File: src/rtl/counter_seq_pkg.sv
// counter_seq_pkg
// Shared definitions for the counter sequencer slice: controller state
// encoding and the direction constants used on cmd_dir.
package counter_seq_pkg;

    typedef enum logic [1:0] {
        ST_IDLE = 2'd0,
        ST_RUN  = 2'd1,
        ST_DONE = 2'd2
    } state_t;

    localparam logic DIR_UP   = 1'b1;
    localparam logic DIR_DOWN = 1'b0;

endpackage

File: src/rtl/counter_sequencer_if.sv
// counter_sequencer_if
// Command bus into the counter sequencer.
//   cmd_valid  master -> slave  a command is presented
//   cmd_ready  slave  -> master controller can take a command
//   cmd_dir    master -> slave  1 = count up, 0 = count down
//   cmd_start  master -> slave  value loaded into the counter on accept
//   cmd_end    master -> slave  terminal value
//   cmd_div    master -> slave  step every cmd_div+1 cycles
// Handshake: a command transfers on a rising clk edge where cmd_valid and
// cmd_ready are both high. The master keeps the command fields stable while
// cmd_valid is high and not yet accepted; cmd_ready does not depend on
// cmd_valid.
interface counter_sequencer_if #(
    parameter int WIDTH     = 4,
    parameter int DIV_WIDTH = 4
) ();
    logic                 cmd_valid;
    logic                 cmd_ready;
    logic                 cmd_dir;
    logic [WIDTH-1:0]     cmd_start;
    logic [WIDTH-1:0]     cmd_end;
    logic [DIV_WIDTH-1:0] cmd_div;

    modport master (
        output cmd_valid, cmd_dir, cmd_start, cmd_end, cmd_div,
        input  cmd_ready
    );

    modport slave (
        input  cmd_valid, cmd_dir, cmd_start, cmd_end, cmd_div,
        output cmd_ready
    );
endinterface

File: src/rtl/counter_step_core.sv
// counter_step_core
// WIDTH-bit loadable up/down counter register.
//   clk, reset  clock, synchronous active-high reset (q -> 0)
//   load        load load_value (has priority over en)
//   load_value  value to load
//   en          apply one +/-1 step
//   dir         DIR_UP / DIR_DOWN
//   q           current value
//   q_step      value q would take on a step (wraps modulo 2^WIDTH)
module counter_step_core
    import counter_seq_pkg::*;
#(
    parameter int WIDTH = 4
) (
    input  logic             clk,
    input  logic             reset,
    input  logic             load,
    input  logic [WIDTH-1:0] load_value,
    input  logic             en,
    input  logic             dir,
    output logic [WIDTH-1:0] q,
    output logic [WIDTH-1:0] q_step
);

    // Natural modulo-2^WIDTH wrap of the WIDTH-bit add/subtract.
    assign q_step = (dir == DIR_UP) ? q + WIDTH'(1) : q - WIDTH'(1);

    always_ff @(posedge clk) begin
        if (reset) begin
            q <= '0;
        end else if (load) begin
            q <= load_value;
        end else if (en) begin
            q <= q_step;
        end
    end

endmodule

File: src/rtl/counter_sequencer.sv
// counter_sequencer
// Accepts one count job at a time (start, end, direction, step rate) and
// steps a counter through a prescaler until the end value is reached, then
// pulses done for one cycle.
//   clk, reset  clock, synchronous active-high reset
//   cmd         command bus (slave side), see counter_sequencer_if
//   pause       freeze stepping and prescaler while high (RUN only)
//   abort       cancel the running job, no done pulse (RUN only)
//   Q           counter value
//   busy        job in progress
//   done        one-cycle completion pulse
//   state_dbg   current controller state
module counter_sequencer
    import counter_seq_pkg::*;
#(
    parameter int WIDTH     = 4,
    parameter int DIV_WIDTH = 4
) (
    input  logic                clk,
    input  logic                reset,
    counter_sequencer_if.slave  cmd,
    input  logic                pause,
    input  logic                abort,
    output logic [WIDTH-1:0]    Q,
    output logic                busy,
    output logic                done,
    output state_t              state_dbg
);

    state_t               state_q, state_d;
    logic                 dir_q;
    logic [WIDTH-1:0]     end_q;
    logic [DIV_WIDTH-1:0] div_q;
    logic [DIV_WIDTH-1:0] presc_q, presc_d;
    logic                 accept;
    logic                 step;
    logic [WIDTH-1:0]     q_step;

    assign cmd.cmd_ready = (state_q == ST_IDLE);
    assign busy          = (state_q == ST_RUN);
    assign done          = (state_q == ST_DONE);
    assign state_dbg     = state_q;
    assign accept        = cmd.cmd_valid && (state_q == ST_IDLE);

    counter_step_core #(.WIDTH(WIDTH)) u_core (
        .clk        (clk),
        .reset      (reset),
        .load       (accept),
        .load_value (cmd.cmd_start),
        .en         (step),
        .dir        (dir_q),
        .q          (Q),
        .q_step     (q_step)
    );

    always_ff @(posedge clk) begin
        if (reset) begin
            state_q <= ST_IDLE;
            presc_q <= '0;
            dir_q   <= DIR_DOWN;
            end_q   <= '0;
            div_q   <= '0;
        end else begin
            state_q <= state_d;
            presc_q <= presc_d;
            if (accept) begin
                dir_q <= cmd.cmd_dir;
                end_q <= cmd.cmd_end;
                div_q <= cmd.cmd_div;
            end
        end
    end

    always_comb begin
        state_d = state_q;
        presc_d = presc_q;
        step    = 1'b0;
        unique case (state_q)
            ST_IDLE: begin
                // abort has no effect here, even alongside an accept.
                if (accept) begin
                    presc_d = '0;
                    state_d = (cmd.cmd_start == cmd.cmd_end) ? ST_DONE : ST_RUN;
                end
            end
            ST_RUN: begin
                if (abort) begin
                    state_d = ST_IDLE;
                end else if (pause) begin
                    presc_d = presc_q;
                end else if (presc_q == div_q) begin
                    step    = 1'b1;
                    presc_d = '0;
                    // Compare the post-step value so DONE follows the final step directly.
                    if (q_step == end_q) begin
                        state_d = ST_DONE;
                    end
                end else begin
                    presc_d = presc_q + DIV_WIDTH'(1);
                end
            end
            ST_DONE: begin
                state_d = ST_IDLE;
            end
            default: begin
                state_d = ST_IDLE;
            end
        endcase
    end

endmodule

File: src/flat_wrapper.sv
// flat-port wrapper written by rule: the top's interface ports become plain ports
module counter_sequencer_flat import counter_seq_pkg::*;
#(
    parameter int WIDTH     = 4,
    parameter int DIV_WIDTH = 4
)
  (clk, reset, pause, abort, Q, busy, done, state_dbg, cmd_cmd_valid, cmd_cmd_dir, cmd_cmd_start, cmd_cmd_end, cmd_cmd_div, cmd_cmd_ready);
  counter_sequencer_if #(.WIDTH(WIDTH), .DIV_WIDTH(DIV_WIDTH)) cmd_i ();
  input  logic clk;
  input  logic reset;
  input  logic pause;
  input  logic abort;
  output logic [WIDTH-1:0] Q;
  output logic busy;
  output logic done;
  output state_t state_dbg;
  input wire logic [$bits(cmd_i.cmd_valid)-1:0] cmd_cmd_valid;
  input wire logic [$bits(cmd_i.cmd_dir)-1:0] cmd_cmd_dir;
  input wire logic [$bits(cmd_i.cmd_start)-1:0] cmd_cmd_start;
  input wire logic [$bits(cmd_i.cmd_end)-1:0] cmd_cmd_end;
  input wire logic [$bits(cmd_i.cmd_div)-1:0] cmd_cmd_div;
  output wire logic [$bits(cmd_i.cmd_ready)-1:0] cmd_cmd_ready;
  assign cmd_i.cmd_valid = cmd_cmd_valid;
  assign cmd_i.cmd_dir = cmd_cmd_dir;
  assign cmd_i.cmd_start = cmd_cmd_start;
  assign cmd_i.cmd_end = cmd_cmd_end;
  assign cmd_i.cmd_div = cmd_cmd_div;
  assign cmd_cmd_ready = cmd_i.cmd_ready;
  counter_sequencer #(.WIDTH(WIDTH), .DIV_WIDTH(DIV_WIDTH)) u_core (.clk(clk), .reset(reset), .cmd(cmd_i), .pause(pause), .abort(abort), .Q(Q), .busy(busy), .done(done), .state_dbg(state_dbg));
endmodule
File: config.mk
export PLATFORM = sky130hd
export DESIGN_NAME = counter_sequencer_flat
export DESIGN_NICKNAME = d
export VERILOG_FILES = /design/src/rtl/counter_seq_pkg.sv /design/src/rtl/counter_sequencer_if.sv /design/src/rtl/counter_step_core.sv /design/src/rtl/counter_sequencer.sv /design/src/flat_wrapper.sv
export SDC_FILE = /design/constraint.sdc
export NUM_CORES = 1
export LEC_CHECK = 0
export CORE_MARGIN = 2
export CORE_UTILIZATION = 50
export DETAILED_ROUTE_END_ITERATION = 8
export MAX_ROUTING_LAYER = met4
export PLACE_DENSITY_LB_ADDON = 0.3
export SLEW_MARGIN = 30
export SYNTH_ARGS = -nofsm -noshare
export SYNTH_HDL_FRONTEND = slang
export SYNTH_SLANG_ARGS = --single-unit
File: constraint.sdc
create_clock -name clk -period 3.78 [get_ports clk]
set_input_delay 1.134 -clock clk [delete_from_list [all_inputs] [get_ports clk]]
set_output_delay 1.134 -clock clk [all_outputs]
set_load 0.005 [all_outputs]
# == Word level (Yosys, flattened, before mapping) ==
# Index checks and enable logic that the tools add are counted.
# totals
regBits,19
input_bits,18
out_inout_bits,9
# classes
n_addsub,3
n_eq_ne,11
mux,19
reduce_logical,6
# op_table
operator,count
$mux 4,7
$eq 4x4->1,3
$mux 2,6
$add 4x1->4 const B,2
$pmux 4 s2,1
$reduce_and 4->1,2
$ne 3x2->1 const B,2
$mux 1,4
$ne 2x2->1 const B,2
$pmux 2 s2,1
$reduce_bool 2->1,2
$sub 4x1->4 const B,1
$ne 3x3->1 const B,1
$eq 2x1->1 const B,1
$eq 2x2->1 const B,1
$logic_not 2->1,1
$ne 2x1->1 const B,1
$logic_and 1x1->1,1

# == Depth between registers and ports, before layout ==
# Gate-level depths: netlist (run 1).
# logic_depth
word_depth,8
ltp_mapped,7
ltp_nobuf,7

# == By module ==
# From an unflattened synthesis (run 1), not the netlist that was laid out.
# unflattened
cells_unflattened,122
hier_area_um2,1103.6
# by_module_without_submodules
mod,instances,cells_each,area_per_inst_um2
counter_sequencer,1,91,799.5
counter_step_core,1,31,304.0

# == Worst setup path before layout (run 1) ==
# Ideal clock, no wire load.
# synth_timing
kind,input to register
start,input port pause
end,"register u_core.state_q[1], in the netlist u_core.state_dbg[1]"
setup_ps,100
arrival_time_ps,2255
slack_ps,1426
path_stages,4
path_cell_list,nor4_1 > nand2_1 > or4b_4 > a2111oi_4
# synth_between
elab_chain_len,2
# synth_lines
element,line_no,rtl
from (decl),flat_wrapper.sv:11,input logic pause;
$ne 3x3->1 (no source line),-,
$reduce_and 4->1 (no source line),-,
to (signal assigned),counter_sequencer.sv:64,state_q <= state_d;
to (decl),counter_sequencer.sv:30,"state_t state_q, state_d;"
# No other way between the ends.
# A chain may end at the register's enable or synchronous reset.

# == Worst setup path in the final report (run 1) ==
# layout_timing
start,"register u_core.state_q[1], in the netlist u_core.state_dbg[1]"
end,output port done
# layout_between
elab_chain_len,1
# layout_lines
element,line_no,rtl
$eq 2x2->1,counter_sequencer.sv:41,assign done = (state_q == ST_DONE);
to (decl),flat_wrapper.sv:15,output logic done;
# No other way between the ends.

==> results of run 1 <==
-- power breakdown --
group / internal, mW / switching (mW)
logic: 0.103 / 0.0881
registers: 0.219 / 0.0219
clock network: 0.0395 / 0.0668
-- critical path: cells and delay by family, from the launching register on --
kind / cells / cell delay, ns
buffers and inverters: 1 / 0.50
flip-flops: 1 / 0.54
AND/OR/NAND/NOR: 1 / 0.17
-- flip-flops by register name, indices dropped and copies added, names as in the netlist --
register,cells
u_core.u_core.q,4
u_core.state_dbg,2
u_core.presc_q,4
u_core.div_q,4
u_core.dir_q,1
u_core.end_q,4
-- worst max-delay path by stage --
| stage | startpoint | end | slack (ns) | cells after the start |
|---|---|---|---|---|
| 2_1_floorplan | pause | u_core.state_dbg[1]$_SDFFE_PP0P_ | 1.43 | 4 |
| 3_3_place_gp | cmd_cmd_valid | u_core.state_dbg[1]$_SDFFE_PP0P_ | 0.87 | 6 |
| 3_5_place_dp | abort | u_core.u_core.q[2]$_SDFFE_PP0P_ | 0.81 | 6 |
| 4_1_cts | u_core.state_dbg[1]$_SDFFE_PP0P_ | done | 1.12 | 2 |
| 5_1_grt | cmd_cmd_valid | u_core.state_dbg[1]$_SDFFE_PP0P_ | 1.02 | 6 |
| 6_report | u_core.state_dbg[1]$_SDFFE_PP0P_ | done | 1.12 | 2 |
-- per-layer routing --
metal  vias up  wire (um)
li1        470          -
met1       423       1030
met2        39       1060
met3         4        132
met4         0         19
met5         -          0
-- logic make-up (layout without fill, tap and decap cells) --
kind of cell	Yosys count	after routing	share of synthesized area, %
adder cells (fa/ha/maj)	4	4	5.34
buffers and inverters	8	33	2.90
XOR/XNOR	18	18	15.3
flip-flops	19	19	35.3
AO/OA/AOI/OAI	22	22	15.5
AND/OR/NAND/NOR	50	50	23.7
multiplexers	2	2	1.97
-- cell type report --
class	instances	area share [%]
multi-input combinational	96	48.3
sequential	19	27.6
inverter	3	0.816
timing repair buffer	26	18.9
clock buffer	3	1.63
tap	27	2.45
clock inverter	1	0.363
-- placed cells by master (no fill, tap or decap), types with 2 or more instances in the layout --
cell	n
ha_1	3
clkdlybuf4s50_1	26
nand4_1	2
nor2_1	6
xor2_1	8
a21oi_2	2
clkbuf_4	3
nor2b_1	2
inv_1	3
a21oi_1	12
nand3_1	3
nor3_1	5
nand2_1	24
dfxtp_1	19
xnor2_1	9
==> results.md, run 1 <==
* Min setup slack post-route at 1.12 ns
* Slowest CP cell: dfxtp_1
* Global Route met1 Usage at 26.5%
* Dpl hpwl at 1760 um
* Top-count cell post-synth: nand2_1
* Gpl congestion at 0.748
* Die width at 50.4 um
* Antenna violations before repair at 0
* Final hold slack at 0.475 ns
* Fmax at 377 MHz
* Async SR Flop Fraction at 0%
* Min-delay src: u_core.div_q[2]$_SDFFE_PP0P_
* I/O Buffers at 26
* Vias at 936
* EDFF count, synth at 0
* FF+latch count, synth at 19
* Final instance area at 0.00138 mm2
* Post-CTS sizing at 0
* CTS sink count at 19
* Placed inst area at 0.00135 mm2
* Final hold vios at 0
* Setup TNS Final at 0 ns
* Vias in the first global route at 882
* RSZ-0062 raised after global routing: no
* Initial Util at 53.9%
* FF+latch area at 380 um2
* Grt peak-use layer: met2
* Fin cells at 175
* Worst Tran Pin Value at 0.790 ns
* Hold Path Depth at 2
* Cell Rows at 16
* Diode count at 0
* Largest net degree at the start of global routing at 21
* Max-Cap Viols at 0
* Leak at 0.520 nW
* Multi-input logic area at 667 um2
* FILL cells at 167
* Synthesized area at 0.00108 mm2
* Critical Path RT at 2.65 ns
* Period minus WS final at 2.66 ns
* Share of cells above drive strength 1 at 9.46%
* Dpl cells at 171
* Worst reg-to-reg setup slack at 1.27 ns
* Synthesis Warnings at 0
* Crit share post-route at 70.2%
* Hold Buf Count CTS at 0
* Global-route wire length before repair at 3910 um
* Core area at 0.00200 mm2
* Maximum buffer depth of the clock tree at 2
* Syn Inst Count at 123
* HP Class: flop to flop
* Clk_lat worst skew at 0.30 ns
* Synth top area share at 35.3%
* GRT Util Overall at 20.0%
* Reg2reg path depth at 7
* Clk slew on worst S/H paths at 0.11 ns
* Top post-synthesis cells by area: dfxtp_1, nand2_1, xnor2_1
* Fin util at 68.9%
* Primary FF master, synth: dfxtp_1
* Critical R2R Capture: u_core.state_dbg[1]$_SDFFE_PP0P_
* DIE AREA at 0.00254 mm2
* CP Cell Sequence: nor2b_1, clkdlybuf4s50_1
* Normalized max-slew margin at 47.2%
* H-tree depth at 1
* Worst Path Max Fanout at 9
* Crit. End Element: output pin
* Wire per inst at 12.8 um
* Startpoint Class: flop
* WHS Endpoint: u_core.div_q[2]$_SDFFE_PP0P_
* WP data arrival at 1.52 ns
* Number of iterations in the first detailed-routing pass at 4
* DR DRC count at 0
* Pwr Total at 0.539 mW
* Final slew viol count at 0
* Initial DRC count at 31
* Worst reg2reg path startpoint: u_core.u_core.q[0]$_SDFFE_PP0P_
* CTS tree: built
* Synth top cells by count: nand2_1, dfxtp_1, a21oi_1, xnor2_1, xor2_1
* IR Drop Worst-Case VDD at 0.255 mV
* Pre-CTS setup slack at 0.811 ns
* Boundary Pins at 27
* CTS buffer count at 3
* Via density at 5.35
* Grt ovf at 0
* Post-synthesis average cell area at 8.77 um2
* Area leader, netlist: dfxtp_1
* Power per Cell Area at 390 mW/mm2
* Met3 Use GR at 2.68%
* Sequential fraction of the synthesis area at 35.3%
* Clk root buf: clkbuf_4
* Post-CTS setup buffer count at 0
* Die H at 50.4 um
* Cell variety after synth at 35
* Result of the run: finished, final reports clean
* Syn_nets at 145
* Antenna viol nets, final at 0
* Setup violations, final at 0
* GRT met2 Usage at 32.9%
* Crit Path Class: flop to output pin
* Synthesis-to-finish area growth at 28.0%
* Max incr delay on CP at 0.54 ns
* Skew final at 0.00140 ns
* Final nets at 171
* Total Routed Length at 2240 um
Power figures use the tool's default switching activity.
==> run 2: changes to the inputs <==
--- a/config.mk
+++ b/config.mk
@@ -6,7 +6,7 @@
 export NUM_CORES = 1
 export LEC_CHECK = 0
 export CORE_MARGIN = 2
-export CORE_UTILIZATION = 50
+export CORE_UTILIZATION = 48
 export DETAILED_ROUTE_END_ITERATION = 8
 export MAX_ROUTING_LAYER = met4
 export PLACE_DENSITY_LB_ADDON = 0.3
==> constraint.sdc (replaced) <==
create_clock -name clk -period 2.7 [get_ports clk]
set_input_delay 0.81 -clock clk [delete_from_list [all_inputs] [get_ports clk]]
set_output_delay 0.81 -clock clk [all_outputs]
set_load 0.005 [all_outputs]
==> run 2 against run 1 <==
Net effect:
- die area increased by 3.8%
- core utilization decreased by 4.2 points
- largest cell class unchanged
- critical path depth up 5
- routed wire length is 3.5% lower
- setup slack worse by 0.88 ns
- first-iteration DRC count fell by 61%
- sequential share of layout area down 0.47 points
- critical path type is now flop to flop
- sequential power rose by 40%
==> results.md, run 2 (same netlist as run 1, synthesis figures left out) <==
* Final hold slack at 0.479 ns (+0.00399 ns)
* H-tree depth at 1 (unchanged)
* DR DRC count at 0 (unchanged)
* GRT Util Overall at 19.0% (-1.0 points)
* Crit Path Class: flop to flop
* IR Drop Worst-Case VDD at 0.302 mV (+18%)
* Clk_lat worst skew at 0.29 ns (about the same)
* Worst Tran Pin Value at 0.366 ns (-0.425 ns)
* Hold Buf Count CTS at 0 (unchanged)
* Worst Path Max Fanout at 5 (-4)
* Startpoint Class: flop
* Leak at 0.535 nW (+2.8%)
* Pre-CTS setup slack at 0.0966 ns (-0.715 ns)
* Maximum buffer depth of the clock tree at 2 (unchanged)
* Antenna violations before repair at 0 (unchanged)
* WP data arrival at 2.66 ns (+1.14 ns)
* Dpl cells at 175 (+2.3%)
* Gpl congestion at 0.752 (+0.55%)
* Setup TNS Final at 0 ns (unchanged)
* Grt ovf at 0 (unchanged)
* Initial DRC count at 12 (-61%)
* Critical Path RT at 2.91 ns (+0.26 ns)
* Power per Cell Area at 535 mW/mm2 (+37%)
* Final hold vios at 0 (unchanged)
* Die width at 51.4 um (+1.9%)
* Fin cells at 179 (+2.3%)
* Core area at 0.00217 mm2 (+8.4%)
* Clk root buf: clkbuf_4
* Crit share post-route at 90.8%
* Post-CTS setup buffer count at 0 (unchanged)
* Synthesis-to-finish area growth at 30.2%
* Boundary Pins at 27 (unchanged)
* Cell Rows at 17 (+1)
* Result of the run: finished, final reports clean
* Final nets at 174 (+1.8%)
* I/O Buffers at 26 (unchanged)
* Antenna viol nets, final at 0 (unchanged)
* Commonest cells after routing, fill and taps aside: clkdlybuf4s50_1, nand2_1, dfxtp_1, a21oi_1, xnor2_1
* HP Class: flop to flop
* Dpl hpwl at 1730 um (-1.6%)
* Fmax at 408 MHz
* RSZ-0062 raised after global routing: no
* Max-Cap Viols at 0 (unchanged)
* CTS tree: built
* Vias at 922 (-1.5%)
* Wire per inst at 12.1 um (-5.7%)
* Most common cell after layout, fill and taps aside: clkdlybuf4s50_1
* Min setup slack post-route at 0.247 ns (-0.877 ns)
* CTS buffer count at 3 (unchanged)
* Skew final at 0.00195 ns (+0.000548 ns)
* Die H at 51.4 um (+1.9%)
* Setup violations, final at 0 (unchanged)
* Post-CTS sizing at 0 (unchanged)
* Via density at 5.15 (-3.7%)
* Vias in the first global route at 885 (+0.34%)
* Period minus WS final at 2.45 ns
* DIE AREA at 0.00264 mm2 (+3.8%)
* Crit. End Element: flop
* Pwr Total at 0.751 mW (+39%)
* Clk slew on worst S/H paths at 0.11 ns (about the same)
* Initial Util at 49.7% (-4.2 points)
* Share of cells above drive strength 1 at 11.3% (+1.8 points)
* Total Routed Length at 2160 um (-3.5%)
* Number of iterations in the first detailed-routing pass at 4 (unchanged)
* Final slew viol count at 0 (unchanged)
* Diode count at 0 (unchanged)
* Normalized max-slew margin at 75.4% (+28 points)
* Largest net degree at the start of global routing at 19 (-9.5%)
* CTS sink count at 19 (unchanged)
* Global-route wire length before repair at 3680 um (-5.8%)
## run 2: cell count changes in the layout (fill, tap and decap cells not counted)
cell and delta:
buf_4 +3
## run 2: routing by layer
metal / track usage [%] / part of all wire (%) / vias to the layer above
met3: 4.09 / 6.5 / 2
met2: 31.4 / 47 / 29
met5: - / 0 / -
li1: - / - / 475
met1: 22.8 / 46 / 416
met4: 6.58 / 0.74 / 0
## run 2: worst max-delay path, stage by stage, from the launching register on
cell and delay [ns]:
dfxtp_1 0.43, inv_1 0.10, fa_1 0.52, xnor2_1 0.15, nor4_1 0.25, nand2_1 0.08, or4b_4 0.54, a2111oi_4 0.28
## run 2: report_power, final
group | switching [mW] | total [mW] | internal, mW
clock network | 0.0881 | 0.143 | 0.0551
logic | 0.120 | 0.271 | 0.151
registers | 0.0307 | 0.337 | 0.306
## run 2: worst paths after layout
path,start,to,cells past startpoint,slack (ns)
worst max-delay path,u_core.u_core.q[0]$_SDFFE_PP0P_,u_core.state_dbg[1]$_SDFFE_PP0P_,7,0.25
worst min-delay path,u_core.div_q[2]$_SDFFE_PP0P_,u_core.div_q[2]$_SDFFE_PP0P_,2,0.48
worst max register to register,u_core.u_core.q[0]$_SDFFE_PP0P_,u_core.state_dbg[1]$_SDFFE_PP0P_,7,0.25
worst min register to register,u_core.div_q[2]$_SDFFE_PP0P_,u_core.div_q[2]$_SDFFE_PP0P_,2,0.48
## run 2: metrics by stage
step	area, um2	util (%)
after floorplan	1080	-
after CTS	1400	64.7
after detailed placement	1380	63.4
after global placement	1380	63.4
after global routing	1400	64.7
final	1400	64.7
## run 2: final cells by class
class	instances	area, um2
Sequential cell	19	380
Tap cell	28	35.0
Timing Repair Buffer	29	283
Clock inverter	1	5.00
Clock buffer	3	22.5
Multi-Input combinational cell	96	667
Inverter	3	11.3
Fill cell	204	766
